<file path="src/rtl/mem_byte_access_ctrl.sv">
// Byte/halfword/word load-store controller for a 64x32 single-port RAM (read-modify-write for sub-word stores).
// Optional alignment checking with ERR response is built when MEM_ACC_ALIGN_CHK_EN is defined.
module mem_byte_access_ctrl #(
  parameter int ADDR_W  = 8,
  parameter int RAM_LAT = 1
) (
  input  logic              Clk,
  input  logic              Rst,
  input  logic              Req,
  input  logic              Wr,
  input  logic [1:0]        Size,
  input  logic              Unsigned,
  input  logic [ADDR_W-1:0] Addr,
  input  logic [31:0]       W_Data,
  output logic [31:0]       R_Data,
  output logic              Busy,
  output logic              Done,
  output logic              Err,
  output logic              Ram_We,
  output logic [ADDR_W-3:0] Ram_Addr,
  output logic [31:0]       Ram_Din,
  input  logic [31:0]       Ram_Dout
);

  localparam logic [2:0] ST_IDLE  = 3'd0;
  localparam logic [2:0] ST_READ  = 3'd1;
  localparam logic [2:0] ST_WAIT  = 3'd2;
  localparam logic [2:0] ST_WRITE = 3'd3;
  localparam logic [2:0] ST_DONE  = 3'd4;
`ifdef MEM_ACC_ALIGN_CHK_EN
  localparam logic [2:0] ST_ERR   = 3'd5;
`endif

  logic [2:0]        state_r;
  logic [2:0]        next_s;
  logic              wr_r;
  logic [1:0]        size_r;
  logic              uns_r;
  logic [1:0]        lane_r;
  logic [31:0]       wdata_r;
  logic [1:0]        lat_cnt_r;
  logic [31:0]       r_data_r;
  logic              busy_r;
  logic              done_r;
  logic              ram_we_r;
  logic [ADDR_W-3:0] ram_addr_r;
  logic [31:0]       ram_din_r;
  logic              is_word_in_s;
  logic              is_half_in_s;
  logic [1:0]        lane_in_s;
`ifdef MEM_ACC_ALIGN_CHK_EN
  logic              misalign_s;
  logic              err_r;
`endif

  // Select the addressed lane of a RAM word and zero/sign-extend it.
  function automatic logic [31:0] load_ext(input logic [31:0] w, input logic [1:0] sz,
                                           input logic [1:0] lane, input logic uns);
    logic [7:0]  b;
    logic [15:0] h;
    case (lane)
      2'b00:   b = w[7:0];
      2'b01:   b = w[15:8];
      2'b10:   b = w[23:16];
      2'b11:   b = w[31:24];
      default: b = 8'h00;
    endcase
    h = lane[1] ? w[31:16] : w[15:0];
    case (sz)
      2'b00:   load_ext = uns ? {24'h000000, b} : {{24{b[7]}}, b};
      2'b01:   load_ext = uns ? {16'h0000, h} : {{16{h[15]}}, h};
      default: load_ext = w;
    endcase
  endfunction

  // Replace the addressed lane of the old RAM word with right-aligned store data.
  function automatic logic [31:0] merge_store(input logic [31:0] w, input logic [31:0] d,
                                              input logic [1:0] sz, input logic [1:0] lane);
    logic [31:0] m;
    m = w;
    case (sz)
      2'b00: begin
        case (lane)
          2'b00:   m[7:0]   = d[7:0];
          2'b01:   m[15:8]  = d[7:0];
          2'b10:   m[23:16] = d[7:0];
          2'b11:   m[31:24] = d[7:0];
          default: m = w;
        endcase
      end
      2'b01: begin
        if (lane[1]) m[31:16] = d[15:0];
        else         m[15:0]  = d[15:0];
      end
      default: m = d;
    endcase
    merge_store = m;
  endfunction

  // Decode the incoming request's size and effective lane.
  always_comb begin
    is_word_in_s = Size[1];
    is_half_in_s = (Size == 2'b01);
`ifdef MEM_ACC_ALIGN_CHK_EN
    lane_in_s  = Addr[1:0];
    misalign_s = (is_half_in_s && Addr[0]) || (is_word_in_s && (Addr[1:0] != 2'b00));
`else
    if (is_word_in_s)      lane_in_s = 2'b00;
    else if (is_half_in_s) lane_in_s = {Addr[1], 1'b0};
    else                   lane_in_s = Addr[1:0];
`endif
  end

  // Next-state logic.
  always_comb begin
    next_s = state_r;
    case (state_r)
      ST_IDLE: begin
        if (Req) begin
          if (Wr && is_word_in_s) next_s = ST_WRITE;
          else                    next_s = ST_READ;
`ifdef MEM_ACC_ALIGN_CHK_EN
          if (misalign_s) next_s = ST_ERR;
          else            next_s = next_s;
`endif
        end else begin
          next_s = ST_IDLE;
        end
      end
      ST_READ: begin
        if (lat_cnt_r == 2'd0) next_s = ST_WAIT;
        else                   next_s = ST_READ;
      end
      ST_WAIT: begin
        if (wr_r) next_s = ST_WRITE;
        else      next_s = ST_DONE;
      end
      ST_WRITE: next_s = ST_DONE;
      ST_DONE:  next_s = ST_IDLE;
`ifdef MEM_ACC_ALIGN_CHK_EN
      ST_ERR:   next_s = ST_IDLE;
`endif
      default:  next_s = ST_IDLE;
    endcase
  end

  // State register and status outputs registered from the next state.
  always_ff @(posedge Clk or posedge Rst) begin
    if (Rst) begin
      state_r  <= ST_IDLE;
      busy_r   <= 1'b0;
      done_r   <= 1'b0;
      ram_we_r <= 1'b0;
`ifdef MEM_ACC_ALIGN_CHK_EN
      err_r    <= 1'b0;
`endif
    end else begin
      state_r  <= next_s;
      busy_r   <= (next_s != ST_IDLE);
      ram_we_r <= (next_s == ST_WRITE);
`ifdef MEM_ACC_ALIGN_CHK_EN
      done_r   <= (next_s == ST_DONE) || (next_s == ST_ERR);
      err_r    <= (next_s == ST_ERR);
`else
      done_r   <= (next_s == ST_DONE);
`endif
    end
  end

  // Request latch, latency counter, load result and write-data/merge register.
  always_ff @(posedge Clk or posedge Rst) begin
    if (Rst) begin
      wr_r       <= 1'b0;
      size_r     <= 2'b00;
      uns_r      <= 1'b0;
      lane_r     <= 2'b00;
      wdata_r    <= 32'h0000_0000;
      lat_cnt_r  <= 2'd0;
      r_data_r   <= 32'h0000_0000;
      ram_addr_r <= '0;
      ram_din_r  <= 32'h0000_0000;
    end else begin
      if ((state_r == ST_IDLE) && Req) begin
        wr_r       <= Wr;
        size_r     <= Size;
        uns_r      <= Unsigned;
        lane_r     <= lane_in_s;
        wdata_r    <= W_Data;
        ram_addr_r <= Addr[ADDR_W-1:2];
        lat_cnt_r  <= 2'(RAM_LAT - 1);
      end else if ((state_r == ST_READ) && (lat_cnt_r != 2'd0)) begin
        lat_cnt_r <= lat_cnt_r - 2'd1;
      end else begin
        lat_cnt_r <= lat_cnt_r;
      end
      // Word stores skip the read and write the request data directly.
      if ((state_r == ST_IDLE) && (next_s == ST_WRITE)) begin
        ram_din_r <= W_Data;
      end else if ((state_r == ST_WAIT) && wr_r) begin
        ram_din_r <= merge_store(Ram_Dout, wdata_r, size_r, lane_r);
      end else begin
        ram_din_r <= ram_din_r;
      end
      if ((state_r == ST_WAIT) && !wr_r) r_data_r <= load_ext(Ram_Dout, size_r, lane_r, uns_r);
      else                               r_data_r <= r_data_r;
    end
  end

  assign R_Data   = r_data_r;
  assign Busy     = busy_r;
  assign Done     = done_r;
  assign Ram_We   = ram_we_r;
  assign Ram_Addr = ram_addr_r;
  assign Ram_Din  = ram_din_r;
`ifdef MEM_ACC_ALIGN_CHK_EN
  assign Err      = err_r;
`else
  assign Err      = 1'b0;
`endif

endmodule

</file>
<file path="config.mk">
export PLATFORM = sky130hd
export DESIGN_NAME = mem_byte_access_ctrl
export DESIGN_NICKNAME = d
export VERILOG_FILES = /design/src/rtl/mem_byte_access_ctrl.sv
export SDC_FILE = /design/constraint.sdc
export NUM_CORES = 1
export LEC_CHECK = 0
export BUFFER_PORTS_ARGS = -buffer_cell sky130_fd_sc_hd__buf_2
export CAP_MARGIN = 10
export CORE_UTILIZATION = 42
export CTS_BUF_LIST = sky130_fd_sc_hd__clkbuf_4 sky130_fd_sc_hd__clkbuf_8
export CTS_CLUSTER_SIZE = 20
export DETAILED_ROUTE_END_ITERATION = 7
export PLACE_DENSITY = 0.66
export SYNTH_ARGS = -nofsm -noshare
export SYNTH_HDL_FRONTEND = slang
export SYNTH_SLANG_ARGS = --single-unit
</file>
<file path="constraint.sdc">
create_clock -name Clk -period 4 [get_ports Clk]
set_clock_uncertainty 0.2 [all_clocks]
set_input_delay 0.2 -clock Clk [delete_from_list [all_inputs] [get_ports Clk]]
set_output_delay 0.2 -clock Clk [all_outputs]
set_load 0.05 [all_outputs]
</file>
==> flow_summary.json <==
{
  "syn_area_mm2": 0.00585,
  "synth_cells": 556,
  "powerDensity_mw_per_mm2": 908,
  "clk_pin_slew_ps": 60,
  "syn_to_final_growth_pct": 36.6,
  "cpMaxStageDelayCell": "nor4b_4",
  "critPathKind": "reg2reg",
  "post-place-ws_ps": 1040,
  "violations": "design-rule violations",
  "rsz0062_at_grt": "false",
  "cts_hold_buffers": 85,
  "post_dp_cell_area_mm2": 0.00673,
  "tritoncts": "done",
  "hpwlAfterDp_um": 12900,
  "yosysSeqAreaShare_pct": 49.6,
  "grt_usage_pct": 27.6,
  "status": "complete, but fails checks",
  "synth-seq-cells": 116,
  "dieHeight_um": 120,
  "maxSlewViolCount": 0,
  "min_path_type": "reg2reg",
  "final_core_util_pct": 59.6,
  "cp-start-kind": "flip-flop",
  "final_area_mm2": 0.00799,
  "grt_max_degree": 74,
  "max_slew_margin_pct": 27.2,
  "yosysMostFrequentCell": "dfrtp_1",
  "die_area_mm2": 0.0144,
  "rows": 42,
  "syn_avg_cell_area_um2": 10.5,
  "post_cts_buffers": 0,
  "drc": 3,
  "finalHoldViolations": 0,
  "setup_viol_count_final": 0,
  "dr.pass1.iters": 8,
  "crit_buf_inv": 2,
  "vdd_drop_max_v": 0.000577,
  "drt_iter0_drc": 572,
  "r2r_cells": 6,
  "r2r-end": "Ram_Din[0]",
  "die_w_um": 120,
  "synth_area_leaders": "dfrtp_1 (50%), mux2_2 (9.6%), nand3_1 (3.6%)",
  "ys.flop_type": "dfrtp_1",
  "ys_top_cells_by_count": "dfrtp_1 (116), mux2_2 (50), nand2_1 (44)",
  "overflow": 0,
  "grt_pass1_wl_um": 29800,
  "cts_resized": 0,
  "cts.sinks": 116,
  "grt_pass1_vias": 5532,
  "cp_max_fo": 14,
  "synth-edff-count": 0,
  "finalPower_w": 0.00725,
  "root_buffer": "clkbuf_8",
  "r2r_slack_ps": 510,
  "maxCapViolCount": 0,
  "layout_setup_ws_ps": 513,
  "grt_antenna_before_repair": 0,
  "layout.nets": 854,
  "cts_buffers": 17,
  "clkLatencyLatePin_ps": 450,
  "min_from": "R_Data[29]",
  "crit_chain": "nor4b_4, a311oi_1, or3_1, inv_2, o221ai_1, dlygate4sd3_1",
  "fp.coreArea_mm2": 0.0134,
  "drive_above_1_share_pct": 32.5,
  "reg2reg_from": "state_r[2]",
  "cpPeakStageDelay_ps": 740,
  "required_ps": 4130,
  "power.leakage_nw": 3.66,
  "hold_depth": 2,
  "tns_ps": 0,
  "synth.largest_area_cell": "dfrtp_1",
  "initial_core_util_pct": 43.6,
  "viasPerCell": 5.79,
  "syn_nets": 636,
  "cts.htree.levels": 4,
  "max_freq_mhz": 287,
  "hold_end": "R_Data[29]",
  "num_antenna_cells": 0,
  "vias": 5571,
  "period_minus_slack_ps": 3490,
  "pin_count": 153,
  "synthArstFlopShare_pct": 100,
  "cp_top_family": "simple AND/OR/NAND/NOR gates",
  "synth_warnings": 0,
  "wl_um": 19100,
  "fin_crit_sh_pct": 87.2,
  "routedWlPerCell_um": 19.9,
  "crit_arrival_ps": 3620,
  "place.port_buffers": 151,
  "worstMarginPinSlew_ps": 1080,
  "endpoint_kind": "flip-flop",
  "synth_cell_type_count": 50,
  "netlist.area_leader.share_pct": 49.6,
  "ant_nets": 0,
  "gp_congestion": 0.895,
  "clock_path_buffers": 2
}
==> registers in the layout, indices dropped and copies added (netlist names) <==
signal     cells
size_r         2
uns_r          1
R_Data        32
Ram_Din       32
wr_r           1
lat_cnt_r      2
Done           1
Ram_Addr       6
Busy           1
wdata_r       32
lane_r         2
state_r        3
Ram_We         1
==> kinds of logic (layout without fill, tap and decap cells) <==
family                     after synthesis  count (layout)  share of synthesized area (%)
and+or+nand+nor                        172             172                           15.2
muxes                                   66              66                           12.4
other                                    1               1                         0.0641
adders and majority gates                1               1                          0.214
buffers and inverters                   66             297                           4.60
AOI/OAI and AO/OA                      134             134                           17.9
DFF                                    116             116                           49.6
==> worst max-delay path by stage <==
stage	endpoint	slack, ps	startpoint	cells past startpoint
floorplan	Busy	530	Rst	1
global placement	Ram_Din[0]	1180	state_r[2]	5
detailed placement	Ram_Din[3]	1040	state_r[2]	5
CTS	Ram_Din[0]	510	state_r[2]	6
global route	Ram_Din[0]	350	state_r[2]	6
finish	Ram_Din[0]	510	state_r[2]	6
==> placed cells by master (no fill, tap or decap), drive strengths merged, types with 3 or more instances in the layout <==
master         n
a211oi         6
a21boi         4
a21oi         16
a221o         13
a221oi         7
a222oi         7
a22o          20
a32oi          8
and3           5
buf          164
clkbuf        29
clkinv         3
dfrtp        116
dlygate4sd3   85
inv           15
mux2          50
mux2i         16
nand2         44
nand2b         4
nand3         42
nand3b         9
nor2          27
nor2b         11
nor3           6
nor4          12
o211ai         8
o21ai         18
o221ai         8
o2bb2ai        8
o311ai         3
==> layer usage <==
metal | routed length (um) | track usage (%) | part of all wire [%]
met5 | 0 | 0 | 0
met4 | 551 | 11.3 | 2.9
met3 | 1590 | 6.37 | 8.3
met2 | 9120 | 44.0 | 48
met1 | 7870 | 36.2 | 41
==> worst register-to-register path: cells and delay by family, from the launching register on <==
| kind | cells | cell delay [ps] |
|---|---|---|
| AOI/OAI and AO/OA | 2 | 370 |
| and+or+nand+nor | 2 | 1400 |
| buffers and inverters | 2 | 870 |
| DFF | 1 | 540 |
==> where the power goes <==
part           total, W  leakage [nW]  internal (W)  switching, W
registers       0.00237          1.39       0.00176      0.000606
logic           0.00378          2.05       0.00129       0.00249
clock network   0.00110         0.215      0.000631      0.000471
total           0.00725          3.66       0.00369       0.00356
==> cell type report <==
cell class | count | area [um^2]
clock buffer | 29 | 362
clock inverter | 3 | 40.0
fill | 1183 | 5410
inverter | 16 | 62.6
multi-input combinational | 374 | 2690
sequential | 116 | 2900
tap | 176 | 220
timing repair buffer | 249 | 1700
==> stage by stage <==
| stage | instances | hold WS, ps |
|---|---|---|
| 2_1_floorplan | 556 | 129 |
| 3_3_place_gp | 845 | 232 |
| 3_5_place_dp | 845 | 236 |
| 4_1_cts | 962 | 289 |
| 5_1_grt | 963 | 315 |
| 6_report | 963 | 288 |
(Power assumes the default switching activity.)
